===== src/rtl/comb_evt_pkg.sv =====
// rtl/comb_evt_pkg.sv - shared defaults, FSM states and record packing for the event capture stage
package comb_evt_pkg;

  localparam int WIDTH_D = 3;
  localparam int DEPTH_D = 4;
  localparam int TS_W_D  = 16;
  localparam int CNT_W_D = 8;

  typedef enum logic {
    UNARMED = 1'b0,
    ARMED   = 1'b1
  } cap_state_e;

  // Record layout {ts, old, new} with the new sample in the LSBs.
  function automatic logic [TS_W_D+2*WIDTH_D-1:0] pack_evt(
    input logic [TS_W_D-1:0]  ts,
    input logic [WIDTH_D-1:0] old_v,
    input logic [WIDTH_D-1:0] new_v
  );
    return {ts, old_v, new_v};
  endfunction

endpackage


===== src/rtl/comb_evt_fifo.sv =====
// rtl/comb_evt_fifo.sv - synchronous FIFO with registered storage head and occupancy level
module comb_evt_fifo #(
  parameter int DW    = 22,
  parameter int DEPTH = 4,
  localparam int AW   = $clog2(DEPTH)
) (
  input  logic          clk,
  input  logic          rst_n,
  input  logic          push_i,
  input  logic [DW-1:0] push_data_i,
  input  logic          pop_i,
  output logic [DW-1:0] head_o,
  output logic          full_o,
  output logic          empty_o,
  output logic [AW:0]   level_o
);

  logic [DW-1:0] mem_q [DEPTH];
  logic [AW:0]   wr_ptr_q, wr_ptr_d;
  logic [AW:0]   rd_ptr_q, rd_ptr_d;
  logic          do_push;
  logic          do_pop;

  // Pointers carry one extra MSB so full and empty are distinguishable when the indices match.
  always_comb begin
    empty_o  = (wr_ptr_q == rd_ptr_q);
    full_o   = (wr_ptr_q[AW] != rd_ptr_q[AW]) && (wr_ptr_q[AW-1:0] == rd_ptr_q[AW-1:0]);
    do_pop   = pop_i && !empty_o;
    do_push  = push_i && (!full_o || do_pop);
    wr_ptr_d = do_push ? wr_ptr_q + 1'b1 : wr_ptr_q;
    rd_ptr_d = do_pop  ? rd_ptr_q + 1'b1 : rd_ptr_q;
    level_o  = wr_ptr_q - rd_ptr_q;
    head_o   = mem_q[rd_ptr_q[AW-1:0]];
  end

  // Storage and pointers; storage is cleared on reset so the head reads zero afterwards.
  always_ff @(posedge clk or negedge rst_n) begin
    if (!rst_n) begin
      wr_ptr_q <= '0;
      rd_ptr_q <= '0;
      for (int i = 0; i < DEPTH; i++) begin
        mem_q[i] <= '0;
      end
    end else begin
      wr_ptr_q <= wr_ptr_d;
      rd_ptr_q <= rd_ptr_d;
      if (do_push) begin
        mem_q[wr_ptr_q[AW-1:0]] <= push_data_i;
      end
    end
  end

endmodule


===== src/rtl/comb_event_capture.sv =====
// rtl/comb_event_capture.sv - samples a combinational vector and queues time-stamped change records
module comb_event_capture
  import comb_evt_pkg::*;
#(
  parameter int WIDTH = WIDTH_D,
  parameter int DEPTH = DEPTH_D,
  parameter int TS_W  = TS_W_D,
  parameter int CNT_W = CNT_W_D,
  localparam int DW   = TS_W + 2 * WIDTH,
  localparam int LW   = $clog2(DEPTH) + 1
) (
  input  logic             clk,
  input  logic             rst_n,
  input  logic             en,
  input  logic [WIDTH-1:0] sample_in,
  output logic             evt_valid,
  input  logic             evt_ready,
  output logic [DW-1:0]    evt_data,
  output logic [LW-1:0]    level,
  output logic             overflow,
  output logic [CNT_W-1:0] drop_cnt,
  input  logic             clr_ovf
);

  cap_state_e       state_q, state_d;
  logic [WIDTH-1:0] prev_q, prev_d;
  logic [TS_W-1:0]  ts_q;
  logic             overflow_q;
  logic [CNT_W-1:0] drop_cnt_q;
  logic             rec_req;
  logic [DW-1:0]    rec_data;
  logic             fifo_full;
  logic             fifo_empty;
  logic             pop;
  logic             drop;

  if (TS_W == TS_W_D && WIDTH == WIDTH_D) begin : g_pack_default
    assign rec_data = pack_evt(ts_q, prev_q, sample_in);
  end else begin : g_pack_generic
    assign rec_data = {ts_q, prev_q, sample_in};
  end

  // Arming and change detection; every enabled cycle refreshes the baseline.
  always_comb begin
    state_d = state_q;
    prev_d  = prev_q;
    rec_req = 1'b0;
    case (state_q)
      UNARMED: begin
        if (en) begin
          prev_d  = sample_in;
          state_d = ARMED;
        end
      end
      ARMED: begin
        if (!en) begin
          state_d = UNARMED;
        end else begin
          rec_req = (sample_in != prev_q);
          prev_d  = sample_in;
        end
      end
      default: state_d = UNARMED;
    endcase
  end

  // A record is lost only when the queue is full and nothing leaves it on the same edge.
  always_comb begin
    pop  = evt_valid && evt_ready;
    drop = rec_req && fifo_full && !pop;
  end

  // FSM state, baseline and free-running timestamp.
  always_ff @(posedge clk or negedge rst_n) begin
    if (!rst_n) begin
      state_q <= UNARMED;
      prev_q  <= '0;
      ts_q    <= '0;
    end else begin
      state_q <= state_d;
      prev_q  <= prev_d;
      ts_q    <= ts_q + 1'b1;
    end
  end

  // Sticky overflow and saturating drop count; a drop in the same cycle beats a clear.
  always_ff @(posedge clk or negedge rst_n) begin
    if (!rst_n) begin
      overflow_q <= 1'b0;
      drop_cnt_q <= '0;
    end else if (drop) begin
      overflow_q <= 1'b1;
      if (clr_ovf) begin
        drop_cnt_q <= {{(CNT_W-1){1'b0}}, 1'b1};
      end else if (drop_cnt_q != {CNT_W{1'b1}}) begin
        drop_cnt_q <= drop_cnt_q + 1'b1;
      end
    end else if (clr_ovf) begin
      overflow_q <= 1'b0;
      drop_cnt_q <= '0;
    end
  end

  comb_evt_fifo #(
    .DW    (DW),
    .DEPTH (DEPTH)
  ) u_fifo (
    .clk         (clk),
    .rst_n       (rst_n),
    .push_i      (rec_req),
    .push_data_i (rec_data),
    .pop_i       (pop),
    .head_o      (evt_data),
    .full_o      (fifo_full),
    .empty_o     (fifo_empty),
    .level_o     (level)
  );

  assign evt_valid = !fifo_empty;
  assign overflow  = overflow_q;
  assign drop_cnt  = drop_cnt_q;

endmodule

===== config.mk =====
export PLATFORM = sky130hd
export DESIGN_NAME = comb_event_capture
export DESIGN_NICKNAME = d
export VERILOG_FILES = /design/src/rtl/comb_evt_pkg.sv /design/src/rtl/comb_evt_fifo.sv /design/src/rtl/comb_event_capture.sv
export SDC_FILE = /design/constraint.sdc
export NUM_CORES = 1
export LEC_CHECK = 0
export CAP_MARGIN = 20
export CORE_ASPECT_RATIO = 0.9
export CORE_MARGIN = 4
export CORE_UTILIZATION = 50
export CTS_BUF_LIST = sky130_fd_sc_hd__clkbuf_2
export DETAILED_ROUTE_END_ITERATION = 12
export PLACE_DENSITY = 0.68
export SLEW_MARGIN = 10
export SYNTH_ARGS = -nofsm -noshare
export SYNTH_HDL_FRONTEND = slang
export SYNTH_HIERARCHICAL = 1
export SYNTH_SLANG_ARGS = --single-unit

===== constraint.sdc =====
create_clock -name clk -period 3.5 [get_ports clk]
set_clock_uncertainty 0.2 [all_clocks]
set_input_delay 0.7 -clock clk [delete_from_list [all_inputs] [get_ports clk]]
set_output_delay 0.7 -clock clk [all_outputs]
set_load 0.1 [all_outputs]

==> reports/qor.txt <==
synth warn - 6
crit path max-delay cell type - mux4_2
Crit Reg-Reg Endpoint - u_fifo/mem_q[57]
RSZ-0062 raised after global routing - no
Main synth FF type - dfrtp_1
nets@finish - 446
first drt pass iteration count - 4
Worst EP required - 2600 ps
die width - 123 um
DP HPWL - 7220 um
ant diodes - 0
DR vias/cell - 5.42
Setup crit start kind - register
Leak - 3.36 nW
final setup violation count - 0
buffers from clock root to sink, at most - 2
status - complete, no violations
# fillers - 900
grt ovf - 0
number of global-route vias before repair - 3523
Post-CTS Setup Inserts - 0
H-tree depth - 4
HP Class - input port to async pin
DRT iter0 DRCs - 183
Clock Sink Count - 123
PD cells - 976 nW/um^2
Post-Synthesis Cell Area - 5940 um^2
minimum clock period after layout - 3230 ps
share of layout cells above drive strength 1 - 45.9%
Setup Total Neg Slack - 0 ps
Mapped Avg Cell Area - 16.0 um^2
number of synthesized flops with an enable pin - 0
Core Area - 11500 um^2
period utilization - 92.2%
Die H - 111 um
Final Max Slew Viols - 0
routed len/inst - 18.7 um
Worst EP arrival - 2330 ps
IO Port Bufs - 42
maximum vdd drop - 1.38 mV
placed cell areas - 6750 um^2
io pins - 43
Final Cell Area - 6960 um^2
DRT antenna net count - 0
slack of the worst reg-to-reg path - 470 ps
MaxCap Viol Count - 0
Post-Layout Cell Count - 596
gpl congestion - 0.763
CTS tree - built
Starting Density - 51.5%
Worst R2R Start - u_fifo/rd_ptr_q[2]
die area - 13700 um^2
root buffer cell - clkbuf_2
drt total wl - 11200 um
initial antenna violation count - 0
reg2reg path depth - 7
Async SR Flop Fraction - 100%
via count - 3231
Placed Instances - 564
Crit Path Category - register to primary output
Worst-Skew Late Latency - 650 ps
synthesized flop and latch total - 123
clk slew on worst S/H paths - 190 ps
first-pass GRT wire length - 18900 um
gr usage total - 18.1%
TritonCTS buffer count - 17
Fin. Hold Viols - 0
crit path max fanout - 24
register area share after synthesis - 51.8%
Critical Path, Cell by Cell - buf_4, mux4_2, buf_12
largest net degree at the start of global routing - 60
syn nets - 389
synthesized instance count - 371
crit end category - primary output
most common cell after layout, fill and taps aside - dfrtp_1
Remaining DRCs - 0
post-CTS sizing - 0
f_max - 0.310 GHz
Slew @ Worst Pin - 801 ps
slowest stage delay, CP - 640 ps
commonest cells after routing, fill and taps aside - dfrtp_1 (123), mux2_4 (60), mux2_2 (32)
synthesis-to-layout area growth - 17.3%
FP Rows - 37
Yosys cell types - 45
slew margin rel. - 46.5%
[repair_timing]
item	CTS	global route
endpoints found under the hold margin	22	0
hold buffers	1	0
endpoints found under the setup margin	0	0
[how the worst max path moves through the flow]
stage	slack (ps)	to	start
2_1_floorplan	450	evt_valid	u_fifo/rd_ptr_q[1]
3_3_place_gp	210	u_fifo/mem_q[13]	sample_in[2]
3_5_place_dp	120	u_fifo/mem_q[6]	sample_in[2]
4_1_cts	180	evt_data[21]	u_fifo/rd_ptr_q[0]
5_1_grt	30	evt_data[21]	u_fifo/rd_ptr_q[0]
6_report	270	evt_data[21]	u_fifo/rd_ptr_q[0]
[area by class of cell]
type / instances / area [um^2] / share of cell area (%)
clock buffer: 20 / 100 / 1.44
sequential: 123 / 3080 / 44.2
multi-input combinational: 224 / 2660 / 38.2
inverter: 9 / 33.8 / 0.485
tap: 156 / 195 / 2.80
clock inverter: 11 / 104 / 1.49
timing repair buffer: 53 / 791 / 11.4
[cell usage after synthesis, drive strengths merged, types with 2 or more instances]
cell type | count | area share, %
nand3b | 2 | 0.46
nand4 | 5 | 0.63
xor2 | 7 | 1.0
dfrtp | 123 | 52
clkbuf | 4 | 0.25
or3 | 4 | 0.51
o211ai | 4 | 1.2
a21oi | 4 | 0.34
ha | 9 | 1.9
nand2 | 12 | 0.76
nor3 | 2 | 0.25
mux4 | 22 | 8.3
and3 | 5 | 0.55
nor2 | 10 | 0.63
nand3 | 11 | 1.4
mux2 | 93 | 21
buf | 11 | 2.6
o31ai | 2 | 0.25
xnor2 | 16 | 2.7
o21ai | 6 | 0.51
inv | 9 | 0.57
[cells by family after synthesis]
family / Yosys count / synth area share [%]
fa+ha+maj: 10 / 2.23
mux: 116 / 29.9
flops: 123 / 51.8
compound gates: 19 / 2.91
xor+xnor: 23 / 3.71
simple gates: 56 / 5.92
buf+inv: 24 / 3.46
[report_power, final]
part	switching, mW	leakage (nW)	internal (mW)
combinational	2.39	1.64	1.64
sequential	0.208	1.59	1.74
clock	0.506	0.127	0.317
[registers in the layout, summed over array words and instances (netlist names)]
register         flops
u_fifo/mem_q        88
ts_q                16
drop_cnt             8
prev_q               3
u_fifo/rd_ptr_q      3
u_fifo/wr_ptr_q      3
overflow             1
state_q              1
[critical path: cells and delay by family, from the launching register on]
kind | cells | cell delay, ps
buf+inv | 2 | 660
mux | 1 | 640
flops | 1 | 380
[metal layers]
layer / part of all wire [%] / up-vias / track usage [%]
met2: 47 / 66 / 26.2
met1: 49 / 1691 / 26.4
met3: 3.9 / 4 / 6.09
li1: - / 1470 / -
met4: 0.51 / 0 / 4.63
met5: 0 / - / 0
[per-stage QoR]
step | power (mW) | util (%) | worst slack [ps] | hold slack [ps]
finish | 6.80 | 60.4 | 274 | 260
global route | 7.11 | 60.4 | 27.7 | 156
CTS | 6.87 | 60.4 | 179 | 219
detailed placement | 6.02 | 58.6 | 124 | 289
global placement | 5.98 | 58.6 | 215 | 280
floorplan | 4.80 | - | 452 | 204
Power figures use the tool's default switching activity.
